### src/rtl/fwd_hazard_unit.sv
// Operand forwarding select and load-use stall/bubble control for a 5-stage pipeline.
// Forward select and first stall cycle are combinational; no flow control, counters saturate.
module fwd_hazard_unit #(
    parameter int ADDR_W         = 4,
    parameter int NUM_SRC        = 2,
    parameter int ZERO_REG_EN    = 1,
    parameter int LOAD_STALL_CYC = 1,
    parameter int CNT_W          = 16
) (
    input  logic                        clk,
    input  logic                        rst,
    input  logic [NUM_SRC*ADDR_W-1:0]   id_ex_src,
    input  logic [NUM_SRC-1:0]          id_ex_src_used,
    input  logic [NUM_SRC*ADDR_W-1:0]   if_id_src,
    input  logic [NUM_SRC-1:0]          if_id_src_used,
    input  logic [ADDR_W-1:0]           id_ex_rd,
    input  logic                        id_ex_regwrite,
    input  logic                        id_ex_memread,
    input  logic [ADDR_W-1:0]           ex_mem_rd,
    input  logic                        ex_mem_regwrite,
    input  logic [ADDR_W-1:0]           mem_wb_rd,
    input  logic                        mem_wb_regwrite,
    input  logic                        cnt_clr,
    output logic [2*NUM_SRC-1:0]        forward_sel,
    output logic                        stall,
    output logic                        bubble,
    output logic [CNT_W-1:0]            fwd_count,
    output logic [CNT_W-1:0]            stall_count
);

    typedef enum logic {
        RUN   = 1'b0,
        STALL = 1'b1
    } state_t;

    // The cycle in which the hazard is detected is already the first stall cycle.
    localparam logic [2:0] STALL_RELOAD = 3'(LOAD_STALL_CYC - 1);

    state_t             state;
    logic [2:0]         rem;
    logic [NUM_SRC-1:0] src_hit;
    logic               hazard;
    logic               fwd_any;

    for (genvar k = 0; k < NUM_SRC; k++) begin : g_src
        logic [ADDR_W-1:0] ex_s;
        logic [ADDR_W-1:0] id_s;
        logic              ex_zero;
        logic              id_zero;

        assign ex_s    = id_ex_src[k*ADDR_W +: ADDR_W];
        assign id_s    = if_id_src[k*ADDR_W +: ADDR_W];
        assign ex_zero = (ZERO_REG_EN != 0) && (ex_s == '0);
        assign id_zero = (ZERO_REG_EN != 0) && (id_s == '0);

        // The younger result (EX/MEM) wins over the older one (MEM/WB).
        assign forward_sel[2*k +: 2] =
            (!id_ex_src_used[k] || ex_zero)            ? 2'b00 :
            (ex_mem_regwrite && (ex_mem_rd == ex_s))   ? 2'b10 :
            (mem_wb_regwrite && (mem_wb_rd == ex_s))   ? 2'b01 :
                                                         2'b00;

        assign src_hit[k] = if_id_src_used[k] && !id_zero && (id_s == id_ex_rd);
    end

    assign hazard  = id_ex_memread && id_ex_regwrite && (|src_hit);
    assign fwd_any = |forward_sel;
    assign stall   = (state == STALL) || hazard;
    assign bubble  = stall;

    always_ff @(posedge clk) begin
        if (rst) begin
            state <= RUN;
            rem   <= 3'd0;
        end else begin
            case (state)
                RUN: begin
                    if (hazard && (LOAD_STALL_CYC > 1)) begin
                        state <= STALL;
                        rem   <= STALL_RELOAD;
                    end
                end
                STALL: begin
                    if (rem <= 3'd1) begin
                        state <= RUN;
                        rem   <= 3'd0;
                    end else begin
                        rem <= rem - 3'd1;
                    end
                end
                default: begin
                    state <= RUN;
                    rem   <= 3'd0;
                end
            endcase
        end
    end

    always_ff @(posedge clk) begin
        if (rst || cnt_clr) begin
            fwd_count   <= '0;
            stall_count <= '0;
        end else begin
            if (fwd_any && (fwd_count != '1)) begin
                fwd_count <= fwd_count + 1'b1;
            end
            if (stall && (stall_count != '1)) begin
                stall_count <= stall_count + 1'b1;
            end
        end
    end

endmodule
### config.mk
export PLATFORM = sky130hd
export DESIGN_NAME = fwd_hazard_unit
export DESIGN_NICKNAME = d
export VERILOG_FILES = /design/src/rtl/fwd_hazard_unit.sv
export SDC_FILE = /design/constraint.sdc
export NUM_CORES = 1
export LEC_CHECK = 0
export BUFFER_PORTS_ARGS = -buffer_cell sky130_fd_sc_hd__buf_2
export CORE_UTILIZATION = 50
export CTS_CLUSTER_DIAMETER = 200
export CTS_CLUSTER_SIZE = 10
export DETAILED_ROUTE_END_ITERATION = 6
export GPL_TIMING_DRIVEN = 0
export PLACE_DENSITY = 0.85
export SYNTH_ARGS = -nofsm -noshare
export SYNTH_HDL_FRONTEND = slang
export SYNTH_SLANG_ARGS = --single-unit
### constraint.sdc
create_clock -name clk -period 3.69 [get_ports clk]
set_clock_uncertainty 0.2 [all_clocks]
set_input_delay 0.1845 -clock clk [delete_from_list [all_inputs] [get_ports clk]]
set_output_delay 0.1845 -clock clk [all_outputs]
set_load 0.01 [all_outputs]
* Word-level counts from Yosys, hierarchy flattened
Cells that the tools add are included.
Word-level totals: input bits 39, logic and storage cells 52, output and inout port bits 38, register bits 36
Operators by class: $add $sub $neg 3, equal/unequal tests 8, magnitude comparators 1, reduce and logical (&&, ||, !) cells 27, muxes and demuxes 8, bitwise gates (word level) 1
Operator list (number):
- adder 16 x 1 -> 16 bit, second input constant | 2
- inequality test 16 bit, second input constant | 2
- == test 4 bit | 6
- zero test 4 bit | 4
- logical AND 1 bit | 12
- 2-to-1 mux 2 bit | 4
- zero test 1 bit | 4
- logical OR 1 bit | 4
- OR reduction 2 bit | 2
- OR reduction 4 bit | 1
- less-or-equal comparator 3 x 1 -> 1 bit, second input constant | 1
- 2-to-1 mux 1 bit | 3
- 2-to-1 mux 3 bit | 1
- subtractor 3 x 1 -> 3 bit, second input constant | 1
- NOT 1 bit | 1

* Depth between registers and ports, before layout
depth after elaboration 8, mapped depth 8, gate-level depth less buffers 7

* Worst setup path before layout
No wires, ideal clock.
path kind flip-flop to flip-flop, from register stall_count[0], to register stall_count[0], clock period less this slack 2.267 ns, buffers on the path 1, library setup time 0.135 ns, slack 1.423 ns, data arrival time 1.932 ns, required time 3.355 ns, cell stages (with the launch flop) 9, cell sequence dfxtp_1 -> ha_1 -> nand3_1 -> or2_1 -> or3_1 -> o21ai_2 -> buf_2 -> xor2_1 -> nor2_1
Between the ends: longest elaborated chain between the ends 2, elaborated cells between the ends (all ways) 3, those cells by class add/sub (1); eq/ne (1); reduce/logical (1)
RTL lines:
- start, declared | RTL line 28 | output logic [CNT_W-1:0] stall_count
- start signal, assigned | RTL line 108 | stall_count <= stall_count + 1'b1;
- parallel branches: the longest is 2 deep, another holds adder 16 x 1 -> 16 bit
Parallel ways; which one is timed is not known. A chain may end at the register's enable or synchronous reset.

* Final worst setup path
Same ends and word-level chain as after synthesis.

==> results.py <==
metrics = {
    "die": {
        "rows": 23,
        "die_height_um": 68.89,
        "die_w_um": 68.89,
        "start_util": 0.5399,
        "ios": 77,
        "core_mm2": 0.004144,
        "dieArea_mm2": 0.004746,
    },
    "sta": {
        "fmax_mhz": 402.6,
        "setup_tns_ps": 0,
        "setup_viol": 0,
        "hold_violations": 0,
        "fin_ws_ps": 1206,
        "slew_headroom": 0.4682,
        "grt_setup_unrepaired": "false",
        "slew_viol_final": 0,
        "finalCritPeriodShare": 0.6731,
        "tightest_slew_ps": 791.6,
        "fin_crit_ps": 2484,
    },
    "yosys": {
        "synth_cell_type_count": 49,
        "synthTopCellsByArea": "dfxtp_1 (32%), xor2_1 (5.1%), nand2_1 (4.5%)",
        "netlist_instances": 266,
        "syn_nets": 309,
        "yosysTopAreaCellShare": 0.3221,
        "synth_top_cell_by_area": "dfxtp_1",
        "ys_seq_area_frac": 0.3221,
        "syn_area_mm2": 0.002237,
        "yosys_warnings": 0,
        "avgSynthCellArea_um2": 8.410,
        "yosys_register_bits": 36,
    },
    "grt": {
        "grt_use_total": 0.2403,
        "first_global_vias": 2087,
        "antenna_found_initial": 0,
        "grt_max_degree": 13,
        "overflow": 0,
        "grt_pass1_wl_um": 8659,
    },
    "clock_network": {
        "clock-sinks": 36,
        "ctsRootBufferMaster": "clkbuf_8",
        "clk-insertion-delay-late_ps": 290,
        "clock_path_buffers": 2,
        "cts_buffers": 5,
        "cts_tree": "yes",
        "path_clk_slew_ps": 70,
        "htree_levels": 2,
    },
    "cells_and_area": {
        "fin_cells": 402,
        "drive_gt1_frac": 0.3239,
        "syn_to_final_growth_pct": 25.67,
        "final_nets": 394,
        "fin_area_mm2": 0.002811,
        "n_antenna_cell": 0,
        "fillers": 346,
    },
    "setup_path": {
        "critPathKind": "flop to flop",
        "critPathCaptureType": "flop",
        "worstPathCellList": "ha_1 -> nand3_1 -> or2_1 -> or3_1 -> o21ai_2 -> buf_2 -> xor2_1 -> nor2_1",
        "cp_slowest_cell": "dfxtp_1",
        "worstPathBufferInverterCount": 1,
        "slowest_delay_ps": 420,
        "crit_family": "simple AND/OR/NAND/NOR gates",
        "arrival_ps": 2440,
        "critPathLaunchType": "flop",
        "critPathMaxFanout": 10,
        "ff2ff_setup_slack_ps": 1210,
        "worstPathRequired_ps": 3650,
    },
    "detailed_routing": {
        "dr_total_vias": 2338,
        "wl_per_cell_um": 13.27,
        "drt_pass1_iterations": 4,
        "post-route-drc-count": 0,
        "routed_via_density": 5.816,
        "final_antenna_net_count": 0,
        "drt_iter0_drc": 109,
        "wirelength_um": 5333,
    },
    "power": {
        "leakage_nw": 1.109,
        "ir_drop_uv": 239.5,
        "design_power_total_mw": 0.8305,
        "powerDensity_mw_per_mm2": 295.4,
    },
    "placement": {
        "placed_cell_area_mm2": 0.002680,
        "pre_cts_ws_ps": 1225,
        "io_buffers": 76,
        "hpwl_um": 4054,
        "place.gp.congestion": 0.7369,
        "dp_cells": 392,
    },
    "run": {
        "drv_cap": 0,
    },
    "min_path": {
        "min_path_type": "flop to flop",
    },
    "outcome": {
        "status": "complete, no violations",
    },
}
## worst paths after layout
check                                   start                     endpoint  cells past startpoint
hold reg to reg     fwd_count[5]$_SDFFE_PP0P_    fwd_count[5]$_SDFFE_PP0P_                      2
setup / recovery  stall_count[0]$_SDFFE_PP0P_  stall_count[0]$_SDFFE_PP0P_                      8
setup reg to reg  stall_count[0]$_SDFFE_PP0P_  stall_count[0]$_SDFFE_PP0P_                      8
hold / removal      fwd_count[5]$_SDFFE_PP0P_    fwd_count[5]$_SDFFE_PP0P_                      2
## layout make-up
cell class                      count  area [µm²]  area share
Inverter                            4       15.01    0.005340
Multi-Input combinational cell    216        1433      0.5096
Timing Repair Buffer               78       400.4      0.1424
Clock inverter                      3       42.54     0.01513
Sequential cell                    36       720.7      0.2563
Clock buffer                        5       68.82     0.02448
Tap cell                           50       62.56     0.02225
Buffer                             10       68.82     0.02448
## cells in the mapped netlist (all sizes together)
cell type	instances
dfxtp	36
nand2	27
a21oi	22
nand3	20
o21ai	18
or3	16
xor2	13
nor3	11
or4	11
xnor2	11
nor2	8
and3	6
buf	6
nor4	6
o211ai	6
o31ai	5
or2	5
and4	4
clkbuf	4
ha	4
inv	4
o21a	4
nand2b	3
nand4	3
a41oi	2
nand3b	2
o41ai	2
a22o	1
and2	1
mux2	1
mux2i	1
nand4b	1
nor3b	1
o21bai	1
## what timing repair did
action                     in CTS  in global routing
hold buffers                    2                  0
gates resized for setup         0                  0
hold endpoints to repair        5                  0
setup endpoints to repair       0                  0
setup buffers                   0                  0
## worst register-to-register path: cells and delay by family, from the launching register on
kind,cells,cell delay (ps)
buf+inv,1,290
flops,1,420
simple gates,4,940
xor+xnor,1,170
compound gates,1,150
fa+ha+maj,1,190
## logic make-up (layout without fill, tap and decap cells)
| family | count (synthesis) | in the layout | synth area share |
|---|---|---|---|
| AND/OR/NAND/NOR | 125 | 125 | 0.3244 |
| XOR/XNOR | 24 | 24 | 0.09396 |
| AO/OA/AOI/OAI | 61 | 61 | 0.1902 |
| flip-flops | 36 | 36 | 0.3221 |
| multiplexers | 2 | 2 | 0.009508 |
| buffers and inverters | 14 | 100 | 0.03746 |
| adder cells (fa/ha/maj) | 4 | 4 | 0.02237 |
## layer usage
metal,wire length (µm),up-vias,global-route usage
li1,-,1167,-
met1,2377,1084,0.2767
met2,2611,80,0.4490
met3,300,7,0.04441
met4,44,0,0.06122
met5,0,-,0
## power breakdown
part           total, mW  internal [mW]  switching (mW)  leakage, nW
Clock              0.350          0.200           0.150       0.0541
Sequential         0.389          0.388        0.000556        0.290
Combinational     0.0916         0.0427          0.0489        0.765
Total              0.830          0.631           0.199         1.11
## flip-flops by register name, summed over array words and instances (netlist names)
register and flops:
fwd_count 16, state 1, rem 3, stall_count 16
## cells in the final DEF, fill, tap and decap left out, types with 6 or more instances in the layout
master   netlist  routed
a21oi_1       16      16
a21oi_2        6       6
buf_2          1      77
dfxtp_1       36      36
nand2_1       27      27
nand3_1       20      20
nor2_1         8       8
nor3_1         8       8
o21ai_1       10      10
or3_1         13      13
or4_1         11      11
xnor2_1       11      11
xor2_1        13      13
## per-stage QoR
step           utilization  hold slack (ps)
2_1_floorplan            -            53.57
3_3_place_gp        0.6467            224.7
3_5_place_dp        0.6467            232.0
4_1_cts             0.6784            281.5
5_1_grt             0.6784            316.5
6_report            0.6784            282.1
(Power assumes the default switching activity.)
